## src/rtl/mem_access_unit.sv

```systemverilog
// ---------------------------------------------------------------------------
// mem_access_unit
// MEM-stage data-memory access controller. Turns the load/store control held
// in EX/MEM into a single req/ack transaction on a word-wide data bus, handles
// byte/half/word lanes with sign or zero extension, flags misaligned or
// malformed accesses, and stalls the pipeline until the bus acknowledges or a
// timeout expires.
//
// Ports
//   clk, rst_n       : clock (rising edge), asynchronous active-low reset
//   mem_read/write   : load / store in MEM stage
//   mem_size         : 00 byte, 01 half, 10 word, 11 reserved (error)
//   mem_unsigned     : 1 = zero-extend load, 0 = sign-extend
//   ALU_result_MEM   : byte address
//   Write_data_MEM   : store data (low bits significant for byte/half)
//   Read_data_MEM    : registered, extended load data to MEM_WB
//   stall_MEM        : hold the upstream pipeline this cycle
//   err_MEM          : one-cycle access-error flag (illegal access or timeout)
//   dmem_*           : external data bus (word address, lane enables, ack)
// ---------------------------------------------------------------------------
module mem_access_unit #(
    parameter int TIMEOUT = 16,
    parameter int CNT_W   = 5
) (
    input  logic        clk,
    input  logic        rst_n,
    input  logic        mem_read,
    input  logic        mem_write,
    input  logic [1:0]  mem_size,
    input  logic        mem_unsigned,
    input  logic [31:0] ALU_result_MEM,
    input  logic [31:0] Write_data_MEM,
    output logic [31:0] Read_data_MEM,
    output logic        stall_MEM,
    output logic        err_MEM,
    output logic        dmem_req,
    output logic        dmem_we,
    output logic [31:0] dmem_addr,
    output logic [31:0] dmem_wdata,
    output logic [3:0]  dmem_be,
    input  logic [31:0] dmem_rdata,
    input  logic        dmem_ack
);

    localparam logic [1:0] ST_IDLE = 2'd0;
    localparam logic [1:0] ST_WAIT = 2'd1;
    localparam logic [1:0] ST_DONE = 2'd2;

    localparam logic [CNT_W-1:0] CNT_LAST = CNT_W'(TIMEOUT - 1);

    // Select the addressed lane from a bus word and extend it to 32 bits.
    function automatic logic [31:0] extract_load(
        input logic [31:0] word,
        input logic [1:0]  size,
        input logic [1:0]  lane,
        input logic        uns
    );
        logic [7:0]  b;
        logic [15:0] h;
        logic [31:0] r;
        b = 8'h00;
        h = 16'h0000;
        r = 32'h0000_0000;
        case (lane)
            2'd0:    b = word[7:0];
            2'd1:    b = word[15:8];
            2'd2:    b = word[23:16];
            2'd3:    b = word[31:24];
            default: b = 8'h00;
        endcase
        if (lane[1]) begin
            h = word[31:16];
        end else begin
            h = word[15:0];
        end
        case (size)
            2'b00:   r = uns ? {24'h000000, b} : {{24{b[7]}}, b};
            2'b01:   r = uns ? {16'h0000, h}   : {{16{h[15]}}, h};
            2'b10:   r = word;
            default: r = 32'h0000_0000;
        endcase
        return r;
    endfunction

    // State and captured transaction
    logic [1:0]       state_r;
    logic [1:0]       state_nxt_s;
    logic [CNT_W-1:0] cnt_r;
    logic             tmo_r;
    logic             req_r;
    logic             we_r;
    logic [31:0]      addr_r;
    logic [31:0]      wdata_r;
    logic [3:0]       be_r;
    logic [1:0]       size_r;
    logic             uns_r;
    logic [1:0]       lane_r;
    logic [31:0]      rdata_r;

    // Decode of the instruction presented at the inputs
    logic             any_access_s;
    logic             aligned_s;
    logic             legal_s;
    logic [3:0]       be_s;
    logic [31:0]      wdata_s;
    logic             timeout_hit_s;

    // Legality check and lane/byte-enable generation for the incoming access.
    always_comb begin
        any_access_s = mem_read | mem_write;
        case (mem_size)
            2'b00:   aligned_s = 1'b1;
            2'b01:   aligned_s = ~ALU_result_MEM[0];
            2'b10:   aligned_s = (ALU_result_MEM[1:0] == 2'b00);
            default: aligned_s = 1'b0;
        endcase
        legal_s = (mem_read ^ mem_write) & aligned_s;
        case (mem_size)
            2'b00: begin
                be_s    = 4'b0001 << ALU_result_MEM[1:0];
                wdata_s = {4{Write_data_MEM[7:0]}};
            end
            2'b01: begin
                be_s    = ALU_result_MEM[1] ? 4'b1100 : 4'b0011;
                wdata_s = {2{Write_data_MEM[15:0]}};
            end
            2'b10: begin
                be_s    = 4'b1111;
                wdata_s = Write_data_MEM;
            end
            default: begin
                be_s    = 4'b0000;
                wdata_s = 32'h0000_0000;
            end
        endcase
    end

    // Ack takes priority over timeout when both land in the same cycle.
    always_comb begin
        timeout_hit_s = (cnt_r == CNT_LAST) & ~dmem_ack;
    end

    // Next-state logic for IDLE / WAIT / DONE.
    always_comb begin
        state_nxt_s = state_r;
        case (state_r)
            ST_IDLE: begin
                if (legal_s) begin
                    state_nxt_s = ST_WAIT;
                end else begin
                    state_nxt_s = ST_IDLE;
                end
            end
            ST_WAIT: begin
                if (dmem_ack || timeout_hit_s) begin
                    state_nxt_s = ST_DONE;
                end else begin
                    state_nxt_s = ST_WAIT;
                end
            end
            ST_DONE: state_nxt_s = ST_IDLE;
            default: state_nxt_s = ST_IDLE;
        endcase
    end

    // Stall and error flags; gated by rst_n so they fall as soon as reset asserts.
    always_comb begin
        stall_MEM = 1'b0;
        err_MEM   = 1'b0;
        case (state_r)
            ST_IDLE: begin
                stall_MEM = rst_n & legal_s;
                err_MEM   = rst_n & any_access_s & ~legal_s;
            end
            ST_WAIT: begin
                stall_MEM = rst_n;
                err_MEM   = 1'b0;
            end
            ST_DONE: begin
                stall_MEM = 1'b0;
                err_MEM   = rst_n & tmo_r;
            end
            default: begin
                stall_MEM = 1'b0;
                err_MEM   = 1'b0;
            end
        endcase
    end

    // FSM state, timeout counter and bus request.
    always_ff @(posedge clk or negedge rst_n) begin
        if (!rst_n) begin
            state_r <= ST_IDLE;
            cnt_r   <= {CNT_W{1'b0}};
            tmo_r   <= 1'b0;
            req_r   <= 1'b0;
        end else begin
            state_r <= state_nxt_s;
            case (state_r)
                ST_IDLE: begin
                    cnt_r <= {CNT_W{1'b0}};
                    tmo_r <= 1'b0;
                    req_r <= legal_s;
                end
                ST_WAIT: begin
                    if (dmem_ack) begin
                        req_r <= 1'b0;
                        tmo_r <= 1'b0;
                    end else if (timeout_hit_s) begin
                        req_r <= 1'b0;
                        tmo_r <= 1'b1;
                    end else begin
                        cnt_r <= cnt_r + CNT_W'(1);
                    end
                end
                ST_DONE: begin
                    req_r <= 1'b0;
                end
                default: begin
                    req_r <= 1'b0;
                    tmo_r <= 1'b0;
                end
            endcase
        end
    end

    // Captured bus fields; loaded only when a legal access is accepted in IDLE.
    always_ff @(posedge clk or negedge rst_n) begin
        if (!rst_n) begin
            we_r    <= 1'b0;
            addr_r  <= 32'h0000_0000;
            wdata_r <= 32'h0000_0000;
            be_r    <= 4'b0000;
            size_r  <= 2'b00;
            uns_r   <= 1'b0;
            lane_r  <= 2'b00;
        end else if ((state_r == ST_IDLE) && legal_s) begin
            we_r    <= mem_write;
            addr_r  <= {ALU_result_MEM[31:2], 2'b00};
            wdata_r <= wdata_s;
            be_r    <= be_s;
            size_r  <= mem_size;
            uns_r   <= mem_unsigned;
            lane_r  <= ALU_result_MEM[1:0];
        end else begin
            we_r    <= we_r;
            addr_r  <= addr_r;
            wdata_r <= wdata_r;
            be_r    <= be_r;
            size_r  <= size_r;
            uns_r   <= uns_r;
            lane_r  <= lane_r;
        end
    end

    // Load result register: updated only when a load completes or times out.
    always_ff @(posedge clk or negedge rst_n) begin
        if (!rst_n) begin
            rdata_r <= 32'h0000_0000;
        end else if ((state_r == ST_WAIT) && !we_r) begin
            if (dmem_ack) begin
                rdata_r <= extract_load(dmem_rdata, size_r, lane_r, uns_r);
            end else if (timeout_hit_s) begin
                rdata_r <= 32'h0000_0000;
            end else begin
                rdata_r <= rdata_r;
            end
        end else begin
            rdata_r <= rdata_r;
        end
    end

    assign Read_data_MEM = rdata_r;
    assign dmem_req      = req_r;
    assign dmem_we       = we_r;
    assign dmem_addr     = addr_r;
    assign dmem_wdata    = wdata_r;
    assign dmem_be       = be_r;

endmodule

```

## config.mk

```make
export PLATFORM = sky130hd
export DESIGN_NAME = mem_access_unit
export DESIGN_NICKNAME = d
export VERILOG_FILES = /design/src/rtl/mem_access_unit.sv
export SDC_FILE = /design/constraint.sdc
export NUM_CORES = 1
export LEC_CHECK = 0
export ABC_AREA = 0
export CAP_MARGIN = 15
export CORE_MARGIN = 1.5
export CORE_UTILIZATION = 40
export DETAILED_ROUTE_END_ITERATION = 16
export PLACE_DENSITY = 0.78
export SLEW_MARGIN = 20
export SYNTH_ARGS = -nofsm -noshare
export SYNTH_HDL_FRONTEND = slang
export SYNTH_SLANG_ARGS = --single-unit
```

## constraint.sdc

```tcl
create_clock -name clk -period 2.2 [get_ports clk]
set_input_delay 0.55 -clock clk [delete_from_list [all_inputs] [get_ports clk]]
set_output_delay 0.55 -clock clk [all_outputs]
set_load 0.005 [all_outputs]
```

==> flow_summary.toml, run 1 <==
[run_status]
status = "completed"

[route]
routed_wirelength_um = 16480
postRouteAntennaNets = 0
drt_iter0_markers = 570
routedWlPerCell_um = 18.75
vias = 4842
drt_pass1_iterations = 5
drc = 0
via_per_inst = 5.509

[synth]
synth_edf_count = 0
ys_ff_latch = 113
synth_area_mm2 = 0.005226
synthDistinctLibCells = 45
syn_inst = 469
synthSimpleGateAreaFrac_pct = 10.15
muxShareOfSynthArea_pct = 11.78
synth_compound_gate_area_share_pct = 19.44
synthArstFlopShare_pct = 100.0
yosysWarnings = 0
synthFlopType = "dfrtp_1"
avgSynthCellArea_um2 = 11.14
yosys.area_share.adder_pct = 0.7182
seq_area_frac_synth_pct = 54.11
synth-xor-area-share_pct = 0
synth_top_family_by_area = "compound AO/OA/AOI/OAI gates"

[clock_network]
cts_sinks = 113
cts.clk_slew.worst_paths_ns = 0.05
cts_buffers = 17
cts-htree-levels = 4
cts_tree = "yes"
clk_path_buf_depth = 2
clkLatencyLatePin_ns = 0.42
cts_root_buffer = "clkbuf_16"

[timing]
fin_crit_ns = 2.131
finalHoldViolCount = 0
fin_skew_ns = 0.008227
maxSlewViolCount = 0
max_freq_mhz = 469.2
worstMarginPinSlew_ns = 0.8559
setup_viol = 0
rsz0062_at_grt = "false"
max_slew_margin_pct = 42.70
finalCritPeriodShare_pct = 96.87
whs_ns = 0.2196
setup_ws_ns = 0.06886

[setup_path]
crit_type = "in -> out"
worstPathArrival_ns = 1.58
regToRegSetupSlack_ns = 0.15
required_ns = 1.65
crit_start = "mem_read"
end_kind = "output pin"
cp_max_fo = 2
rr_endpoint = "Read_data_MEM[12]"
endpoint = "err_MEM"
startpoint_type = "input port"
r2r_start = "cnt_r[0]"
reg2reg_depth = 8

[placed_design]
place_congestion = 0.9053
hpwl_um = 11730
portBuffers = 205
dpl_worst_slack_ns = -0.7186
numPlacedInstances = 846

[global_route]
grt_max_degree = 111
track_usage_pct = 24.42
grt_pass1_wl_um = 26440
grt_pass1_vias = 4882
gr-total-overflow = 0
antenna_found_initial = 0

[power_and_ir_drop]
power_density_mw_per_mm2 = 1214
power.total_mw = 10.14
vdd.ir_drop.worst_uv = 727.2
p_leak_nw = 3.555

[final_layout]
final_cells = 879
fin_util_pct = 65.92
num-nets-final = 801
syn_to_final_growth_pct = 59.83
final_cell_mix = "clkdlybuf4s50_1 (196), dfrtp_1 (113), nand2_1 (59), o21ai_0 (59), mux2_2 (36)"
mostFrequentLayoutCell = "clkdlybuf4s50_1"
fillerInstances = 989
diodes = 0
drive_above_1_share_pct = 18.25

[die]
start_util_pct = 41.25
die-area_mm2 = 0.01376
core-area_mm2 = 0.01267
die_height_um = 117.3
die_w_um = 117.3
pin_count = 208
fp-row-count = 41

[min_path]
min_path_type = "in -> async"

[job]
drv_cap = 0
-- final cells by class --
| class | instances | area (um^2) | share of cell area (%) |
|---|---|---|---|
| Clock buffer | 22 | 474.2 | 5.677 |
| Timing Repair Buffer | 243 | 2344 | 28.06 |
| Multi-Input combinational cell | 314 | 2246 | 26.89 |
| Sequential cell | 113 | 2828 | 33.85 |
| Tap cell | 172 | 215.2 | 2.576 |
| Clock inverter | 10 | 227.7 | 2.726 |
| Inverter | 5 | 18.77 | 0.2247 |
-- report_power, final --
part           internal, mW  leakage [nW]  switching [mW]
Clock                  2.32         0.340           0.934
Combinational          2.25          1.80            1.24
Sequential             2.87          1.41           0.527
Total                  7.44          3.55            2.70
-- layer usage --
| layer | global-route usage [%] | vias up | share of wire [%] |
|---|---|---|---|
| li1 | - | 2172 | - |
| met1 | 29.53 | 2364 | 39 |
| met2 | 39.56 | 279 | 49 |
| met3 | 7.782 | 27 | 9.2 |
| met4 | 11.73 | 0 | 2.5 |
| met5 | 0 | - | 0 |
-- stage by stage --
| stage | setup TNS, ns | area (um^2) |
|---|---|---|
| after floorplan | 0 | 5230 |
| after global placement | -14.11 | 7634 |
| after CTS | 0 | 8372 |
| after global routing | 0 | 8353 |
| after detailed placement | -18.16 | 7634 |
| final | 0 | 8353 |
-- synth_stat cells (all sizes together), types with 2 or more instances --
cell type,n,area [um^2]
nand3,4,20.02
nor3,2,10.01
nor2,17,66.32
a221o,17,170.2
o21ai,59,295.3
nand2,59,221.5
a221oi,6,52.55
nand3b,2,15.01
ha,3,37.54
inv,5,18.77
nor2b,10,62.56
nand2b,3,18.77
mux4,8,180.2
dfrtp,113,2828
buf,20,108.9
a22o,5,43.79
o22ai,3,18.77
mux2i,3,30.03
nor3b,3,38.79
clkbuf,18,67.56
o31ai,2,15.01
mux2,36,405.4
a21oi,27,135.1
a2bb2oi,16,140.1
a22oi,14,105.1
-- worst min-delay path by stage --
stage / slack (ns) / cells past startpoint / endpoint / from
floorplan: 0.25 / 0 / Read_data_MEM[0] / rst_n
global placement: 0.37 / 1 / dmem_addr[7] / rst_n
detailed placement: 0.37 / 1 / dmem_addr[7] / rst_n
CTS: 0.29 / 2 / dmem_wdata[10] / rst_n
global route: 0.34 / 2 / dmem_wdata[6] / rst_n
finish: 0.22 / 2 / lane_r[1] / rst_n
-- flip-flops by register name, indices dropped and copies added, names as in the netlist, 2 cells and up --
signal and cells:
dmem_addr 30, state_r 2, lane_r 2, Read_data_MEM 32
dmem_wdata 32, size_r 2, dmem_be 4, cnt_r 5
-- worst max-delay path: stages --
cell	delay (ns)
clkdlybuf4s15_1	0.18
inv_2	0.07
ha_4	0.19
o21a_1	0.11
o31ai_1	0.17
and3b_1	0.19
buf_2	0.12
-- cell families after synthesis --
kind of cell               Yosys count
other                                1
and+or+nand+nor                    108
AOI/OAI and AO/OA                  154
DFF                                113
buffers and inverters               43
muxes                               47
adders and majority gates            3
-- repair_timing --
item                                   CTS  global route
pin swaps                                4             2
endpoints found under the hold margin    3             0
buffers inserted                         0             0
setup endpoints to repair                6             3
hold buffers                             1             0
gates resized for setup                 29             5
Power figures use the tool's default switching activity.
==> run 2, diff against run 1 <==
==> constraint.sdc (replaced) <==
create_clock -name clk -period 2.2 [get_ports clk]
set_input_delay 0.55 -clock clk [delete_from_list [all_inputs] [get_ports clk]]
set_output_delay 0.55 -clock clk [all_outputs]
set_load 0.1 [all_outputs]
==> run 2 against run 1 <==
  * Global-route usage down 1.4 points
  * Critical path type unchanged
  * Flip-flop and latch count did not move
  * Largest cell class unchanged
  * Die area unchanged
  * Critical path depth unchanged
  * Maximum frequency fell by 1.5%
==> flow_summary.toml, run 2 (synthesized netlist as in run 1, its figures left out) <==
[clock_network]
cts_buffers = 17
clkLatencyLatePin_ns = 0.41
cts.clk_slew.worst_paths_ns = 0.05
cts_root_buffer = "clkbuf_16"
cts_sinks = 113
hold_buffers = 0
cts_tree = "yes"
cts-htree-levels = 4
clk_path_buf_depth = 2

[die]
start_util_pct = 41.25
pin_count = 208
core-area_mm2 = 0.01267
die_w_um = 117.3
fp-row-count = 41
die-area_mm2 = 0.01376
die_height_um = 117.3

[placed_design]
hpwl_um = 11640
place_congestion = 0.8664
place_area_mm2 = 0.007453
portBuffers = 205

[run_status]
status = "completed"

[setup_path]
rr_endpoint = "Read_data_MEM[11]"
path_buf_inv = 3
crit_start = "mem_read"
path_delay_family = "compound AO/OA/AOI/OAI gates"
end_kind = "output pin"
cp_cell_sequence = "buf_8 > inv_8 > ha_4 > o21a_1 > o31ai_1 > and3b_2 > buf_12"
slowest_stage = "and3b_2"
r2r_start = "cnt_r[0]"
required_ns = 1.65
cp_max_fo = 2
regToRegSetupSlack_ns = 0.13
crit_type = "in -> out"
worstPathArrival_ns = 1.61
reg2reg_depth = 8
startpoint_type = "input port"
slowest_delay_ns = 0.24

[route]
drt_iter0_markers = 418
vias = 4734
drt_pass1_iterations = 5
postRouteAntennaNets = 0
drc = 0
routedWlPerCell_um = 17.88
routed_wirelength_um = 15630
via_per_inst = 5.416

[timing]
max_freq_mhz = 462.2
finalHoldViolCount = 0
max_slew_margin_pct = 32.99
setup_viol = 0
fin_crit_ns = 2.164
rsz0062_at_grt = "false"
maxSlewViolCount = 0
finalCritPeriodShare_pct = 98.35
fin_skew_ns = 0.01016
worstMarginPinSlew_ns = 1.001
whs_ns = 0.2982

[final_layout]
syn_to_final_growth_pct = 53.48
drive_above_1_share_pct = 32.91
diodes = 0
design_area_mm2 = 0.008021
final_cell_mix = "buf_4 (132), dfrtp_1 (113), clkdlybuf4s50_1 (96), nand2_1 (59), o21ai_0 (59)"
num-nets-final = 799
mostFrequentLayoutCell = "buf_4"

[global_route]
grt_pass1_vias = 4712
grt_pass1_wl_um = 24700
grt_max_degree = 70
antenna_found_initial = 0
gr-total-overflow = 0
track_usage_pct = 23.02

[min_path]
min_path_type = "in -> async"

[job]
drv_cap = 0
run 2: worst reg2reg max path, cell delays in order, from the launching register on:
cell	delay, ns
dfrtp_1	0.42
ha_1	0.24
and3_1	0.16
ha_1	0.23
or2_2	0.34
nand2_1	0.11
buf_12	0.21
a221oi_1	0.09
o21ai_0	0.20
run 2: how the worst max path moves through the flow:
stage,to,slack (ns),cells after the start
2_1_floorplan,stall_MEM,-0.21,5
3_3_place_gp,err_MEM,-0.42,7
3_5_place_dp,err_MEM,-0.43,7
4_1_cts,err_MEM,-0.008,7
5_1_grt,Read_data_MEM[11],0.001,8
6_report,err_MEM,0.04,7
run 2: through the flow:
| stage | worst slack (ns) | util [%] | TNS (ns) | std cells |
|---|---|---|---|---|
| after global routing | 0.001321 | 63.31 | 0 | 874 |
| final | 0.03637 | 63.31 | 0 | 874 |
| after CTS | -0.008491 | 63.25 | -0.008491 | 874 |
| after detailed placement | -0.4326 | 58.82 | -11.88 | 844 |
| after global placement | -0.4181 | 58.82 | -7.439 | 844 |
| after floorplan | -0.2106 | - | -0.2106 | 470 |
run 2: routing by layer:
| layer | vias to the layer above | track usage [%] | wire length [um] |
|---|---|---|---|
| met1 | 2267 | 28.04 | 6308 |
| met3 | 28 | 7.977 | 1409 |
| met4 | 0 | 9.259 | 388 |
| met2 | 264 | 37.46 | 7520 |
| met5 | - | 0 | 0 |
| li1 | 2175 | - | - |
run 2: layout make-up:
cell class                      count  area [um^2]
Timing Repair Buffer              241         2151
Multi-Input combinational cell    314         2251
Clock buffer                       23        488.0
Fill cell                        1051         4649
Clock inverter                      6        57.56
Sequential cell                   113         2828
Inverter                            5        31.28
Tap cell                          172        215.2
run 2: timing repair:
action                                  CTS  global route
endpoints found under the setup margin    2             8
setup buffers                             1             0
gates resized for setup                  29             2
pin swaps                                 4             3
Power of run 2 is not shown: default switching activity piles up to over one toggle a cycle in this logic, so the estimate is an artifact.
